--- config.mk ---
export PLATFORM = sky130hd
export DESIGN_NAME = file_1109_837
export DESIGN_NICKNAME = d
export VERILOG_FILES = /design/src/rtl/file_1109_837.sv
export SDC_FILE = /design/constraint.sdc
export NUM_CORES = 1
export LEC_CHECK = 0
export CAP_MARGIN = 30
export CORE_AREA = 2 2 39 41
export DETAILED_ROUTE_END_ITERATION = 16
export DIE_AREA = 0 0 41 43
export GPL_ROUTABILITY_DRIVEN = 0
export HOLD_SLACK_MARGIN = 0.08
export PLACE_DENSITY = 0.74
export REMOVE_ABC_BUFFERS = 1
export SYNTH_ARGS = -nofsm -noshare
export SYNTH_HDL_FRONTEND = slang
export SYNTH_SLANG_ARGS = --single-unit
--- constraint.sdc ---
create_clock -name clk -period 2.8 [get_ports clk]
set_clock_uncertainty 0.2 [all_clocks]
set_input_delay 0.56 -clock clk [delete_from_list [all_inputs] [get_ports clk]]
set_output_delay 0.56 -clock clk [all_outputs]
set_load 0.005 [all_outputs]
--- src/rtl/file_1109_837.sv ---
// 4-bit shifter/adder: combinational arithmetic and logical right shifts, plus a registered signed sum.
// Optional macro FILE_1109_837_SAT_EN makes the registered sum saturate instead of wrapping.
module file_1109_837 (
  input  logic       clk,
  input  logic       reset,
  input  logic [3:0] a,
  input  logic [3:0] b,
  output logic [3:0] ans1,
  output logic [3:0] ans2,
  output logic [3:0] ans3
);

  logic [4:0] sum_w;
  logic [3:0] ans3_d, ans3_q;

  // Shift amounts of 4 or more fully vacate the operand, leaving only fill bits.
  assign ans1 = $signed(a) >>> b;
  assign ans2 = a >> b;

  assign sum_w = {a[3], a} + {b[3], b};

  always_comb begin
    ans3_d = sum_w[3:0];
`ifdef FILE_1109_837_SAT_EN
    // Overflow shows as a disagreement between the 5-bit sign and the 4-bit sign.
    if (sum_w[4] != sum_w[3])
      ans3_d = sum_w[4] ? 4'b1000 : 4'b0111;
`else
    ans3_d = sum_w[3:0];
`endif
  end

  always_ff @(posedge clk) begin
    if (reset) ans3_q <= 4'b0000;
    else       ans3_q <= ans3_d;
  end

  assign ans3 = ans3_q;

endmodule

* Yosys cells after proc, flatten, opt, wreduce, memory -nomap -nowiden
Index checks and enable logic that the tools add are counted.
Word-level totals: input bits 10, register bits 4, word-level logic and storage cells 4, output and inout bits 12
Operators by class: $add $sub $neg 1, shifts and indexed selects 2
Operators by type and width (count):
- $add A4 B4 Y4 | 1
- $shr A4 B4 Y4 | 1
- $sshr A4 B4 Y4 | 1

* Depth between registers and ports, before layout
Gate-level depths: netlist of the first run.
depth after elaboration 1, mapped depth 5, gate-level depth less buffers 5

* Worst setup path after synthesis of the first run
Ideal clock, no wire load.
path kind in2out, from input b[2], to output ans1[0], data arrival time 1.307 ns, cell stages on the path 3, required time 2.040 ns, path slack 0.733 ns, cells stage by stage buf_2 > or4_1 > o211ai_1
On the way: word-level cells in the longest chain between the ends 1
Ends and longest elaborated chain:
- from (decl) | line 7 | input logic [3:0] b,
- $sshr A4 B4 Y4 | line 17 | assign ans1 = $signed(a) >>> b;
- to (decl) | line 8 | output logic [3:0] ans1,
Every way passes these cells.

* Worst setup path in the final report of the first run
from input b[2], to output ans1[2]
The elaborated chain is that of the path after synthesis.

==> flow_summary.json, run 1 <==
{
  "grt_pass1_wl_mm": 1.64,
  "drtIter0Drc": 0,
  "path_class": "in2out",
  "fmax_mhz": 362,
  "post-synth-top-count-cell": "nor2_1",
  "power.density_nw_per_um2": 318,
  "grt_busiest_layer": "met2",
  "start_kind": "input pin",
  "met2_usage_pct": 21.3,
  "gr-usage-all-layers_pct": 13.5,
  "instances_no_fill": 97,
  "cp_max_fo": 10,
  "tritoncts": "built",
  "via_per_inst": 5.01,
  "setup_tns_ps": 0,
  "grt_use_met1_pct": 15.3,
  "drv_slew": 0,
  "synth_seq_cells": 4,
  "end_kind": "output pin",
  "yosysTopAreaCellShare_pct": 19.9,
  "grt_max_degree": 11,
  "die_width_um": 41,
  "htreeDepth": 1,
  "rows": 14,
  "clkSinkCount": 4,
  "fp.dieH_um": 43,
  "yosysWarnings": 0,
  "clockBufferDepth": 2,
  "vias": 486,
  "dp.cells": 94,
  "postCtsSetupRepairBufs": 0,
  "min_period_over_period_pct": 98.7,
  "drtAntennaViolNets": 0,
  "clkTransAtPathRegs_ps": 40,
  "antennaDiodeCount": 0,
  "route.detailed.drc": 0,
  "async_flop_share_pct": 0,
  "grt_antenna_before_repair": 0,
  "fin_crit_ps": 2760,
  "setup_viol": 0,
  "slew_headroom_pct": 82.9,
  "total_power_uw": 229,
  "syn_area_per_cell_um2": 8.06,
  "cp-startpoint": "b[2]",
  "grt.overflow.total": 0,
  "synth_area_um2": 403,
  "hold_buffers": 0,
  "yosysSeqAreaShare_pct": 19.9,
  "required_ps": 2040,
  "post_synth_num_cell_types": 27,
  "worstPathArrival_ps": 2000,
  "hp-class": "in2reg",
  "cts_made_buffers": 3,
  "ys_dominant_reg_cell": "dfxtp_1",
  "core-area_um2": 1380,
  "final_hold_viol_count": 0,
  "syn_inst": 50,
  "synth_edf_count": 0,
  "area_growth_pct": 78.9,
  "yosys-top-cells-count": "5 x nor2_1, 4 x dfxtp_1, 4 x ha_1, 4 x nand3_1",
  "hold_slack_ps": 746,
  "drv_cap": 0,
  "portBuffers": 21,
  "netlist_top_cells_area": "dfxtp_1 20%, ha_1 12%, fa_1 5.0%",
  "endpoint": "ans1[2]",
  "wl_per_cell_um": 11.6,
  "total_leakage_power_uw": 0.000355,
  "start_util_pct": 29.1,
  "dr.pass1.iters": 1,
  "first_global_vias": 425,
  "routed_wl_mm": 1.13,
  "tightest_slew_ps": 254,
  "synth_largest_area_cell": "dfxtp_1",
  "peakVddDrop_v": 0.000128,
  "pin_count": 22,
  "grt_util_met3_pct": 3.66,
  "cts_root_buf": "clkbuf_4",
  "largest_register_ffs": 4,
  "outcome": "complete, no violations",
  "hpwl_um": 825,
  "nets": 98,
  "drive_gt1_share_pct": 23.5,
  "die-area_um2": 1760
}
routing by layer:
layer  wire [µm]  vias to the layer above
met5           0                        -
met4           0                        0
met3          88                        0
met2         583                       17
met1         456                      221
li1            -                      248
worst max-delay path: stages:
cell,delay [ps]
clkdlybuf4s50_1,410
buf_4,180
o41ai_2,330
nand2_1,80
clkdlybuf4s50_1,440
metrics by stage:
| step | worst slack (ps) | area, µm² | util [%] |
|---|---|---|---|
| after detailed placement | -221 | 687 | 49.6 |
| final | 35.1 | 721 | 52.1 |
| after floorplan | 863 | 374 | - |
| after CTS | 1.48 | 703 | 50.8 |
| after global placement | -232 | 687 | 49.6 |
| after global routing | -30.5 | 721 | 52.1 |
worst min path at each step:
stage,from,endpoint,cells past startpoint
CTS,a[1],ans3[1],3
floorplan,reset,ans3[0],1
global placement,reset,ans3[2],2
global route,a[1],ans3[1],3
finish,a[1],ans3[1],3
detailed placement,reset,ans3[0],2
cell type report:
type	instances	area (µm²)
clock buffers	3	22.5
fillers	142	663
inverters	1	3.75
multi-input cells	41	303
flip-flops and latches	4	80.1
well taps	16	20.0
repair buffers	32	292
power by group:
group	switching, µW	total, µW	internal, µW	leakage [µW]
combinational	38.4	94.3	55.9	0.000308
sequential	1.38	64.8	63.4	0.0000333
clock	22.3	70.2	47.9	0.0000138
total	62.1	229	167	0.000355
kinds of logic after synthesis:
| kind of cell | synth area share, % |
|---|---|
| muxes | 5.28 |
| and+or+nand+nor | 24.2 |
| DFF | 19.9 |
| buffers and inverters | 8.07 |
| adders and majority gates | 17.4 |
| AOI/OAI and AO/OA | 23.0 |
| xor gates and xnor gates | 2.17 |
timing repair:
| action | in CTS | in global routing |
|---|---|---|
| hold endpoints to repair | 0 | 0 |
| gates resized for setup | 8 | 5 |
| pin swaps | 0 | 0 |
| setup endpoints to repair | 7 | 4 |
layout by cell type (no fill, tap or decap):
cell,count
a21oi_1,3
xnor2_1,1
nand2b_1,2
nor2b_1,3
a31oi_1,2
fa_1,1
a31o_2,1
clkdlybuf4s50_1,11
o21ai_0,3
o41ai_2,1
nand2_1,1
or4_1,1
o211a_1,1
dfxtp_1,4
ha_2,1
or3_1,1
nand3_1,4
mux2i_1,1
a211oi_1,1
ha_1,3
nor2_2,1
mux2_2,1
clkbuf_4,3
inv_1,1
a22oi_1,1
nor3_1,2
dlygate4sd2_1,7
o211ai_1,1
buf_4,11
nor2_1,4
dlymetal6s2s_1,3
Power figures use the tool's default switching activity.
==> inputs of run 2 (changes only) <==
ABC_AREA = 1   (was default)
DONT_BUFFER_PORTS = 1   (was default)
PLACE_DENSITY = 0.53   (was 0.74)
==> run 2 against run 1 <==
Net effect:
- sequential power increased by 2%
- final area is 39% lower
- maximum frequency is 42% higher
- cell count decreased by 19%
==> flow_summary.json, run 2 <==
{
  "outcome": "complete, no violations",
  "yosysWarnings": 0,
  "postCtsSetupRepairBufs": 0,
  "grt_antenna_before_repair": 0,
  "setup_viol": 0,
  "clkTransAtPathRegs_ps": 40,
  "fin_crit_ps": 1950,
  "area_growth_pct": 8.64,
  "tightest_slew_ps": 216,
  "post_synth_num_cell_types": 17,
  "slew_headroom_pct": 85.4,
  "drv_slew": 0,
  "syn_area_per_cell_um2": 6.65,
  "final_cell_mix": "12 x nand2_1, 9 x inv_1, 8 x nor2_1, 5 x a21oi_1",
  "min_period_over_period_pct": 69.6,
  "total_leakage_power_uw": 0.000230,
  "rsz0062_at_grt": "no",
  "largest_register_ffs": 4,
  "clockBufferDepth": 2,
  "hp-class": "in2reg",
  "clkSinkCount": 4,
  "route.detailed.drc": 0,
  "nets": 80,
  "drv_cap": 0,
  "hold_buffers": 0,
  "cts_root_buf": "clkbuf_4",
  "die_width_um": 41,
  "core-area_um2": 1380,
  "synth_largest_area_cell": "dfxtp_1",
  "start_kind": "input pin",
  "peakVddDrop_v": 0.000256,
  "grt.overflow.total": 0,
  "cts_made_buffers": 3,
  "end_kind": "output pin",
  "path_class": "in2out",
  "synth_seq_cells": 4,
  "dr.pass1.iters": 3,
  "hold_slack_ps": 194,
  "hpwl_um": 712,
  "synth_edf_count": 0,
  "portBuffers": 0,
  "dp_slack_ps": 846,
  "setup_tns_ps": 0,
  "post-synth-top-count-cell": "nand2_1",
  "vias": 370,
  "async_flop_share_pct": 0,
  "tritoncts": "built",
  "power.density_nw_per_um2": 405,
  "fill_cells": 163,
  "yosys-top-cells-count": "12 x nand2_1, 9 x inv_1, 8 x nor2_1",
  "via_per_inst": 4.68,
  "netlist_top_cells_area": "dfxtp_1 20%, ha_1 12%, nand2_1 11%",
  "regArea_um2": 80.1,
  "first_global_vias": 327,
  "final_common_cell": "nand2_1",
  "fin_ws_ps": 851,
  "synth_area_um2": 405,
  "antennaDiodeCount": 0,
  "htreeDepth": 1,
  "required_ps": 2040,
  "multi_input_area_um2": 277,
  "rows": 14,
  "wl_per_cell_um": 10.4,
  "die-area_um2": 1760,
  "instances_no_fill": 79,
  "worstPathArrival_ps": 1190,
  "final_hold_viol_count": 0,
  "yosysTopAreaCellShare_pct": 19.8,
  "drive_gt1_share_pct": 19.0,
  "pin_count": 22,
  "cts-resized-gates": 0,
  "ys_dominant_reg_cell": "dfxtp_1",
  "fp.dieH_um": 43,
  "grt_max_degree": 8,
  "routed_wl_um": 825,
  "dp.cells": 76,
  "fmax_mhz": 513,
  "drtAntennaViolNets": 0,
  "yosysSeqAreaShare_pct": 19.8,
  "syn_inst": 61,
  "start_util_pct": 29.3,
  "total_power_uw": 178,
  "gr-usage-all-layers_pct": 10.6,
  "cp_max_fo": 4,
  "grt_pass1_wl_mm": 1.28,
  "drtIter0Drc": 6
}
[run 2: metal layers]
layer  up-vias  GRT usage, %  part of all wire [%]
li1        199             -                     -
met2        15          14.4                    46
met4         0          2.00                     0
met5         -             0                     0
met1       156          14.1                    43
met3         0          6.81                    11
[run 2: critical path, stage by stage]
cell,delay (ps)
inv_1,90
ha_1,180
nand2_1,90
nand3_2,80
nand2_1,40
a21oi_1,150
[run 2: worst paths after layout]
| kind | from | endpoint | slack (ps) | cells past startpoint |
|---|---|---|---|---|
| min | reset | ans3[3] | 190 | 1 |
| max | b[3] | ans2[0] | 850 | 6 |
[run 2: stage by stage]
step                      utilization, %  area (µm²)
final                               31.8         440
after global routing                31.8         440
after CTS                           31.8         440
after detailed placement            30.2         418
after global placement              30.2         418
after floorplan                        -         398
[run 2: final cells by class]
class	instances	share of cell area (%)
Multi-Input combinational cell	45	62.8
Sequential cell	4	18.2
Inverter	11	9.38
Clock buffer	3	5.11
Tap cell	16	4.55
[run 2: power breakdown]
| group | internal [µW] | switching, µW | total (µW) |
|---|---|---|---|
| Combinational | 18.7 | 24.9 | 43.6 |
| Clock | 47.8 | 21.0 | 68.8 |
| Sequential | 63.4 | 2.59 | 65.9 |
[run 2: cells by family after synthesis]
logic type	Yosys count	share of synthesized area, %
flip-flops	4	19.8
XOR/XNOR	1	2.16
buffers and inverters	12	12.0
AND/OR/NAND/NOR	32	39.8
adder cells (fa/ha/maj)	5	17.3
AO/OA/AOI/OAI	7	8.95
==> inputs of run 3 (changes only) <==
clock period = 1.93 ns   (was 2.8 ns; I/O delays follow)
==> run 3 against run 2 <==
Net effect:
- final area is 2.3% higher
- utilization up 0.72 points
- routed wire length fell by 0.73%
- sequential cell count unchanged
- critical path type unchanged
- largest power group unchanged
==> flow_summary.json, run 3 (synthesis results as in run 2) <==
{
  "via_per_inst": 4.66,
  "top_layer": "met3",
  "power.density_nw_per_um2": 579,
  "fin_crit_ps": 1600,
  "fp.dieH_um": 43,
  "rsz0062_at_grt": "no",
  "fill_cells": 162,
  "seqPwrFrac_pct": 36.7,
  "path_class": "in2out",
  "cts_root_buf": "clkbuf_4",
  "gr-usage-all-layers_pct": 10.6,
  "tritoncts": "built",
  "setup_tns_ps": 0,
  "core-area_um2": 1380,
  "outcome": "complete, no violations",
  "tightest_slew_ps": 216,
  "portBuffers": 0,
  "fin_ws_ps": 329,
  "drive_gt1_share_pct": 18.8,
  "wl_met3_um": 93,
  "routed_wl_um": 819,
  "hp-class": "in2reg",
  "die-area_um2": 1760,
  "nets": 81,
  "dr.pass1.iters": 3,
  "drv_slew": 0,
  "area_growth_pct": 11.1,
  "largest_register_ffs": 4,
  "drv_cap": 0,
  "final_hold_viol_count": 0,
  "netSwitchingFraction_pct": 27.3,
  "postCtsSetupRepairBufs": 0,
  "dp_slack_ps": 324,
  "hpwl_um": 712,
  "vias": 373,
  "drtIter0Drc": 5,
  "grt_max_degree": 8,
  "slew_headroom_pct": 85.4,
  "clkSinkCount": 4,
  "end_kind": "output pin",
  "clockBufferDepth": 2,
  "worstPathArrival_ps": 1010,
  "min_period_over_period_pct": 83.0,
  "fmax_mhz": 625,
  "wl_met1_um": 350,
  "wl_per_cell_um": 10.2,
  "hold_slack_ps": 187,
  "die_width_um": 41,
  "p_comb_share_pct": 25.1,
  "peakVddDrop_v": 0.000372,
  "pin_count": 22,
  "final_cell_mix": "12 x nand2_1, 9 x inv_1, 8 x nor2_1, 5 x a21oi_1",
  "cp_max_fo": 4,
  "start_kind": "input pin",
  "route.met2.wl_um": 375,
  "final_common_cell": "nand2_1",
  "rows": 14,
  "grt_antenna_before_repair": 0,
  "finish.utilization_pct": 32.5,
  "grt.overflow.total": 0,
  "first_global_vias": 329,
  "cts_made_buffers": 3,
  "drtAntennaViolNets": 0,
  "grt_pass1_wl_mm": 1.28,
  "total_leakage_power_uw": 0.000234,
  "power_frac_clock_pct": 38.2,
  "htreeDepth": 1,
  "required_ps": 1340,
  "start_util_pct": 29.3,
  "antennaDiodeCount": 0,
  "setup_viol": 0,
  "p_int_uw": 190,
  "route.detailed.drc": 0,
  "clkTransAtPathRegs_ps": 30,
  "p_switching_uw": 71.3
}
[run 3: cell types whose count changed in the layout (fill, tap and decap cells not counted)]
cell,change
dlygate4sd3_1,+1
[run 3: layout make-up]
type                    count  area (µm²)  area share, %
multi-input cells          45         277           61.4
well taps                  16        20.0           4.44
repair buffers              1        10.0           2.22
clock buffers               3        22.5           5.00
flip-flops and latches      4        80.1           17.8
inverters                  11        41.3           9.17
[run 3: repair_timing]
action                    in CTS  in global routing
hold endpoints to repair       4                  0
gates resized for setup        0                  0
hold buffers                   1                  0
[run 3: path summary, 6_finish.rpt]
path	startpoint	end	cells past startpoint
setup / recovery	b[3]	ans2[0]	6
hold / removal	b[0]	ans3[0]	3
[run 3: stage by stage]
| stage | std cells | area, µm² | power, µW |
|---|---|---|---|
| after detailed placement | 76 | 418 | 161 |
| final | 80 | 450 | 261 |
| after global placement | 76 | 418 | 161 |
| after CTS | 80 | 450 | 268 |
| after floorplan | 60 | 398 | 151 |
| after global routing | 80 | 450 | 287 |
[run 3: power by group through the flow]
stage / registers (µW) / clock network, µW / logic (µW)
3_3_place_gp: 97.1 / 0 / 63.6
2_1_floorplan: 96.4 / 0 / 54.9
3_5_place_dp: 97.3 / 0 / 64.1
4_1_cts: 96.0 / 106 / 66.8
6_report: 95.7 / 99.7 / 65.6
5_1_grt: 96.5 / 114 / 76.5
[run 3: metal layers]
| metal | track usage [%] | vias up |
|---|---|---|
| met3 | 6.81 | 0 |
| met4 | 2.00 | 0 |
| met2 | 14.4 | 15 |
| met5 | 0 | - |
| met1 | 14.1 | 157 |
| li1 | - | 201 |
[run 3: critical path: stages]
cell	delay [ps]
inv_1	90
ha_1	180
nand2_1	90
nand3_2	80
nand2_1	40
a21oi_1	150
